### src/rtl/alu_pkg.sv
`default_nettype none
// ============================================================================
// Module   : alu_pkg
// Purpose  : Shared widths, command/response records and FSM state encoding
//            for the ALU command master and its wait timer.
// Revision : 1.0 - initial release
// ============================================================================
package alu_pkg;

  localparam int OPND_W = 5;
  localparam int RES_W  = 6;
  localparam int AOP_W  = 3;
  localparam int BOP_W  = 2;

  // One ALU command; vectors are MSB-first (bit 0 is the MSB).
  typedef struct packed {
    logic [0:OPND_W-1] a;
    logic [0:OPND_W-1] b;
    logic              a_en;
    logic [0:AOP_W-1]  a_op;
    logic              b_en;
    logic [0:BOP_W-1]  b_op;
  } alu_cmd_t;

  // One response: captured signed result, or a timeout abort with c = 0.
  typedef struct packed {
    logic [0:RES_W-1] c;
    logic             timeout;
  } alu_rsp_t;

  typedef enum logic [1:0] {
    IDLE = 2'd0,
    WAIT = 2'd1,
    RESP = 2'd2
  } alu_master_state_e;

endpackage : alu_pkg
`default_nettype wire

### src/rtl/alu_cmd_timer.sv
`default_nettype none
// ============================================================================
// Module   : alu_cmd_timer
// Purpose  : Wait counter for the ALU master. Clears to zero, counts while
//            enabled, and flags the last allowed wait cycle (TIMEOUT-1).
// Revision : 1.0 - initial release
// ============================================================================
module alu_cmd_timer #(
  parameter int TIMEOUT = 16
) (
  input  logic clk,
  input  logic rst,
  input  logic clear,
  input  logic enable,
  output logic expired
);

  localparam logic [7:0] LAST = 8'(TIMEOUT - 1);

  logic [7:0] count;

  // Wait counter: held at zero while cleared, otherwise advances when enabled.
  always_ff @(posedge clk) begin
    if (rst || clear) begin
      count <= 8'd0;
    end else if (enable) begin
      count <= count + 8'd1;
    end
  end

  assign expired = (count == LAST);

endmodule : alu_cmd_timer
`default_nettype wire

### src/rtl/alu_cmd_master.sv
`default_nettype none
// ============================================================================
// Module   : alu_cmd_master
// Purpose  : Initiator for the ALU operand/result interface. Takes one command
//            at a time, drives the operand bus until the ALU strobes c_en (or
//            the wait times out) and returns the result on a response port.
// Revision : 1.0 - initial release
// ============================================================================
module alu_cmd_master
  import alu_pkg::*;
#(
  parameter int TIMEOUT = 16,
  parameter int CNT_W   = 8
) (
  input  logic                clk,
  input  logic                rst,
  input  logic                cmd_valid,
  output logic                cmd_ready,
  input  logic [0:OPND_W-1]   cmd_a,
  input  logic [0:OPND_W-1]   cmd_b,
  input  logic                cmd_a_en,
  input  logic [0:AOP_W-1]    cmd_a_op,
  input  logic                cmd_b_en,
  input  logic [0:BOP_W-1]    cmd_b_op,
  output logic                alu_en,
  output logic [0:OPND_W-1]   a,
  output logic [0:OPND_W-1]   b,
  output logic                a_en,
  output logic [0:AOP_W-1]    a_op,
  output logic                b_en,
  output logic [0:BOP_W-1]    b_op,
  input  logic                c_en,
  input  logic [0:RES_W-1]    c,
  output logic                rsp_valid,
  input  logic                rsp_ready,
  output logic [0:RES_W-1]    rsp_c,
  output logic                rsp_timeout,
  output logic [CNT_W-1:0]    op_count,
  output logic                err_spurious,
  output logic                err_timeout
);

  alu_master_state_e state, state_n;

  alu_cmd_t         cmd_q, cmd_n;
  alu_rsp_t         rsp_q, rsp_n;
  logic [CNT_W-1:0] count_q, count_n;
  logic             err_t_q, err_t_n;
  logic             err_s_q, err_s_n;
  logic             ready_q, alu_en_q, rsp_valid_q;
  logic             expired;

  // Wait timer only runs in WAIT; it restarts from zero on every entry.
  alu_cmd_timer #(
    .TIMEOUT (TIMEOUT)
  ) u_timer (
    .clk     (clk),
    .rst     (rst),
    .clear   (state != WAIT),
    .enable  (!c_en),
    .expired (expired)
  );

  // Next-state and next-register values; outputs are registered from these.
  always_comb begin
    state_n = state;
    cmd_n   = cmd_q;
    rsp_n   = rsp_q;
    count_n = count_q;
    err_t_n = err_t_q;
    err_s_n = err_s_q | (c_en && (state != WAIT));

    case (state)
      IDLE: begin
        if (cmd_valid && ready_q) begin
          cmd_n = '{a: cmd_a, b: cmd_b, a_en: cmd_a_en, a_op: cmd_a_op,
                    b_en: cmd_b_en, b_op: cmd_b_op};
          state_n = WAIT;
        end
      end
      WAIT: begin
        // c_en takes priority over a timeout firing in the same cycle.
        if (c_en) begin
          rsp_n   = '{c: c, timeout: 1'b0};
          count_n = (count_q == {CNT_W{1'b1}}) ? count_q : count_q + CNT_W'(1);
          cmd_n   = '0;
          state_n = RESP;
        end else if (expired) begin
          rsp_n   = '{c: '0, timeout: 1'b1};
          err_t_n = 1'b1;
          cmd_n   = '0;
          state_n = RESP;
        end
      end
      RESP: begin
        if (rsp_ready) begin
          rsp_n   = '0;
          state_n = IDLE;
        end
      end
      default: begin
        cmd_n   = '0;
        rsp_n   = '0;
        state_n = IDLE;
      end
    endcase
  end

  // State and output registers; handshake outputs follow the next state.
  always_ff @(posedge clk) begin
    if (rst) begin
      state       <= IDLE;
      cmd_q       <= '0;
      rsp_q       <= '0;
      count_q     <= '0;
      err_t_q     <= 1'b0;
      err_s_q     <= 1'b0;
      ready_q     <= 1'b1;
      alu_en_q    <= 1'b0;
      rsp_valid_q <= 1'b0;
    end else begin
      state       <= state_n;
      cmd_q       <= cmd_n;
      rsp_q       <= rsp_n;
      count_q     <= count_n;
      err_t_q     <= err_t_n;
      err_s_q     <= err_s_n;
      ready_q     <= (state_n == IDLE);
      alu_en_q    <= (state_n == WAIT);
      rsp_valid_q <= (state_n == RESP);
    end
  end

  assign cmd_ready    = ready_q;
  assign alu_en       = alu_en_q;
  assign a            = cmd_q.a;
  assign b            = cmd_q.b;
  assign a_en         = cmd_q.a_en;
  assign a_op         = cmd_q.a_op;
  assign b_en         = cmd_q.b_en;
  assign b_op         = cmd_q.b_op;
  assign rsp_valid    = rsp_valid_q;
  assign rsp_c        = rsp_q.c;
  assign rsp_timeout  = rsp_q.timeout;
  assign op_count     = count_q;
  assign err_spurious = err_s_q;
  assign err_timeout  = err_t_q;

endmodule : alu_cmd_master
`default_nettype wire

### config.mk
export PLATFORM = sky130hd
export DESIGN_NAME = alu_cmd_master
export DESIGN_NICKNAME = d
export VERILOG_FILES = /design/src/rtl/alu_pkg.sv /design/src/rtl/alu_cmd_timer.sv /design/src/rtl/alu_cmd_master.sv
export SDC_FILE = /design/constraint.sdc
export NUM_CORES = 1
export LEC_CHECK = 0
export CORE_MARGIN = 5
export CORE_UTILIZATION = 29
export CTS_CLUSTER_SIZE = 40
export DETAILED_ROUTE_END_ITERATION = 8
export GPL_TIMING_DRIVEN = 0
export PLACE_DENSITY = 0.64
export REMOVE_ABC_BUFFERS = 1
export SLEW_MARGIN = 5
export SYNTH_ARGS = -nofsm -noshare
export SYNTH_HDL_FRONTEND = slang
export SYNTH_SLANG_ARGS = --single-unit
export TNS_END_PERCENT = 1
### constraint.sdc
create_clock -name clk -period 2.2 [get_ports clk]
set_clock_uncertainty 0.15 [all_clocks]
set_input_delay 0.44 -clock clk [delete_from_list [all_inputs] [get_ports clk]]
set_output_delay 0.44 -clock clk [all_outputs]
set_load 0.02 [all_outputs]
==> metrics <==
EDFF count, synth 0; Max Root-Sink Buffers 2; Lkg Pwr 0.000971 uW; Routability Congestion 0.761; post-synthesis cell area 1920 um^2; Routed Antenna Nets 0; core area 6390 um^2; n_diodes 0; Synth Register Bits 47; FF-to-FF Start state[1]$_SDFF_PP0_; setup TNS 0 ns; Routed WL 4660 um; worst slack at placement -0.798 ns; Final period util 0.929; Avg WL per Cell 13.3 um; most common cell after layout, fill and taps aside clkdlybuf4s50_1; Worst-Skew Late Latency 0.29 ns; Hold Path Class register to register; initial antenna violation count 0; P&R area growth vs syn 43.4%; Worst Max-Slew Pin Slew 0.756 ns; fin crit period 2.04 ns; Fmax 489 MHz; TritonCTS Buffers 5; RSZ-0062 raised after global routing no; Initial DRC Count 109; Slew Limit Headroom 0.496; worst setup path start c_en; setup violators final 0; # port buffers 64; Post-synth top flop dfxtp_1; CTS H-Tree Depth 2; remaining global-route overflow 0; Post-Syn Instances 210; hold slack 0.332 ns; Initial Utilization 0.300; Worst R2R Path Depth 4; Crit path required time 2.24 ns; most frequent cells in the layout clkdlybuf4s50_1, dfxtp_1, a21oi_1; Crit Path Max Fanout 17; WP data arrival 2.08 ns; Worst Hold Depth 2; first-pass GRT wire length 7800 um; fin util 0.430; Ys Warns 0; Via density 4.83; Sink Count 47; multi-input logic area 923 um^2; Die Ht 91.3 um; CTS tree yes; placed cells 340; fraction of registers with async set/reset 0; post-synthesis cell type count 40; vias 1685; Post-DP HPWL 3130 um; Peak VDD IR 329 uV; Root Buffer clkbuf_8; Pins Over Slew Limit 0; final hold vios 0; vias in the first global route 1657; endpoint class of the critical path register; full die area 8330 um^2; hold_sp a[0]$_SDFFE_PP0P_; power density over cell area 709 nW/um^2; CTS Hold Bufs 0; Layout Nets 301; # IOs 65; setup ws final 0.156 ns; FILL cells 636; Initial DRT Pass Iterations 4; largest net degree at the start of global routing 39; FP Rows 29; Syn Area/Cell 9.12 um^2; Register Area 941 um^2; Max-Cap Viols 0; Worst-path clk slew 0.08 ns; Final Non-Filler Cells 349; die width 91.3 um; crit path launch type input pin; All-Layer GR Usage 0.111; status complete, no violations; WS Path Type input pin to register; layout cells sized above 1 0.0625; register area share after synthesis 0.491; Remaining DRCs 0
==> registers in the layout, summed over array words and instances, names as in the netlist, 2 cells and up <==
register / count
op_count: 8
u_timer.count: 8
rsp_c: 6
a: 5
b: 5
a_op: 3
b_op: 2
state: 2
==> cell families after synthesis <==
logic type | count (synthesis) | synth area share
fa+ha+maj | 2 | 0.0131
compound gates | 64 | 0.206
mux | 4 | 0.0216
simple gates | 74 | 0.201
xor+xnor | 8 | 0.0366
flops | 47 | 0.491
buf+inv | 11 | 0.0307
==> final cells by class <==
class / instances / area share
Tap cell: 77 / 0.0351
Timing Repair Buffer: 65 / 0.238
Clock buffer: 6 / 0.0264
Clock inverter: 2 / 0.0219
Multi-Input combinational cell: 152 / 0.336
Sequential cell: 47 / 0.342
==> cell usage after synthesis, types with 4 or more instances <==
library cell | instances | share of area
clkbuf_1 | 6 | 0.012
a22o_1 | 6 | 0.027
dfxtp_1 | 47 | 0.49
nand2_1 | 24 | 0.047
xor2_1 | 5 | 0.023
nor3_1 | 5 | 0.013
o21ai_0 | 7 | 0.018
o21ai_1 | 17 | 0.044
nand3_1 | 4 | 0.010
nand2b_1 | 4 | 0.013
nor2_1 | 19 | 0.037
a21oi_1 | 26 | 0.068
==> repair_timing <==
action                                  in CTS  in global routing
setup buffers                                1                  0
endpoints found under the hold margin        0                  0
endpoints found under the setup margin      18                  0
resized for setup                            2                  0
==> critical path, stage by stage <==
cell and delay, ns:
dlygate4sd2_1 0.69, nand3b_2 0.20, nor3b_2 0.29, nand4_1 0.14
mux2_1 0.32
==> power breakdown <==
part | switching (uW) | total [uW] | internal [uW]
logic | 150 | 294 | 144
registers | 26.7 | 914 | 888
clock network | 286 | 740 | 454
total | 462 | 1950 | 1490
==> stage by stage <==
step	power (uW)	cell area [um^2]
finish	1950	2750
floorplan	1070	1860
global route	2030	2750
detailed placement	1230	2590
global placement	1220	2590
CTS	1980	2750
==> layer usage <==
| layer | track usage | part of all wire |
|---|---|---|
| met2 | 0.180 | 0.46 |
| met4 | 0.0281 | 0.0094 |
| met5 | 0 | 0 |
| met1 | 0.145 | 0.48 |
| met3 | 0.0331 | 0.056 |
==> worst paths after layout <==
path                               to  slack [ns]
max          op_count[7]$_SDFFE_PP0P_        0.16
min                 a[0]$_SDFFE_PP0P_        0.33
max reg2reg  op_count[7]$_SDFFE_PP0P_        0.40
min reg2reg         a[0]$_SDFFE_PP0P_        0.33
No activity file was read; power rests on OpenSTA's default activity.
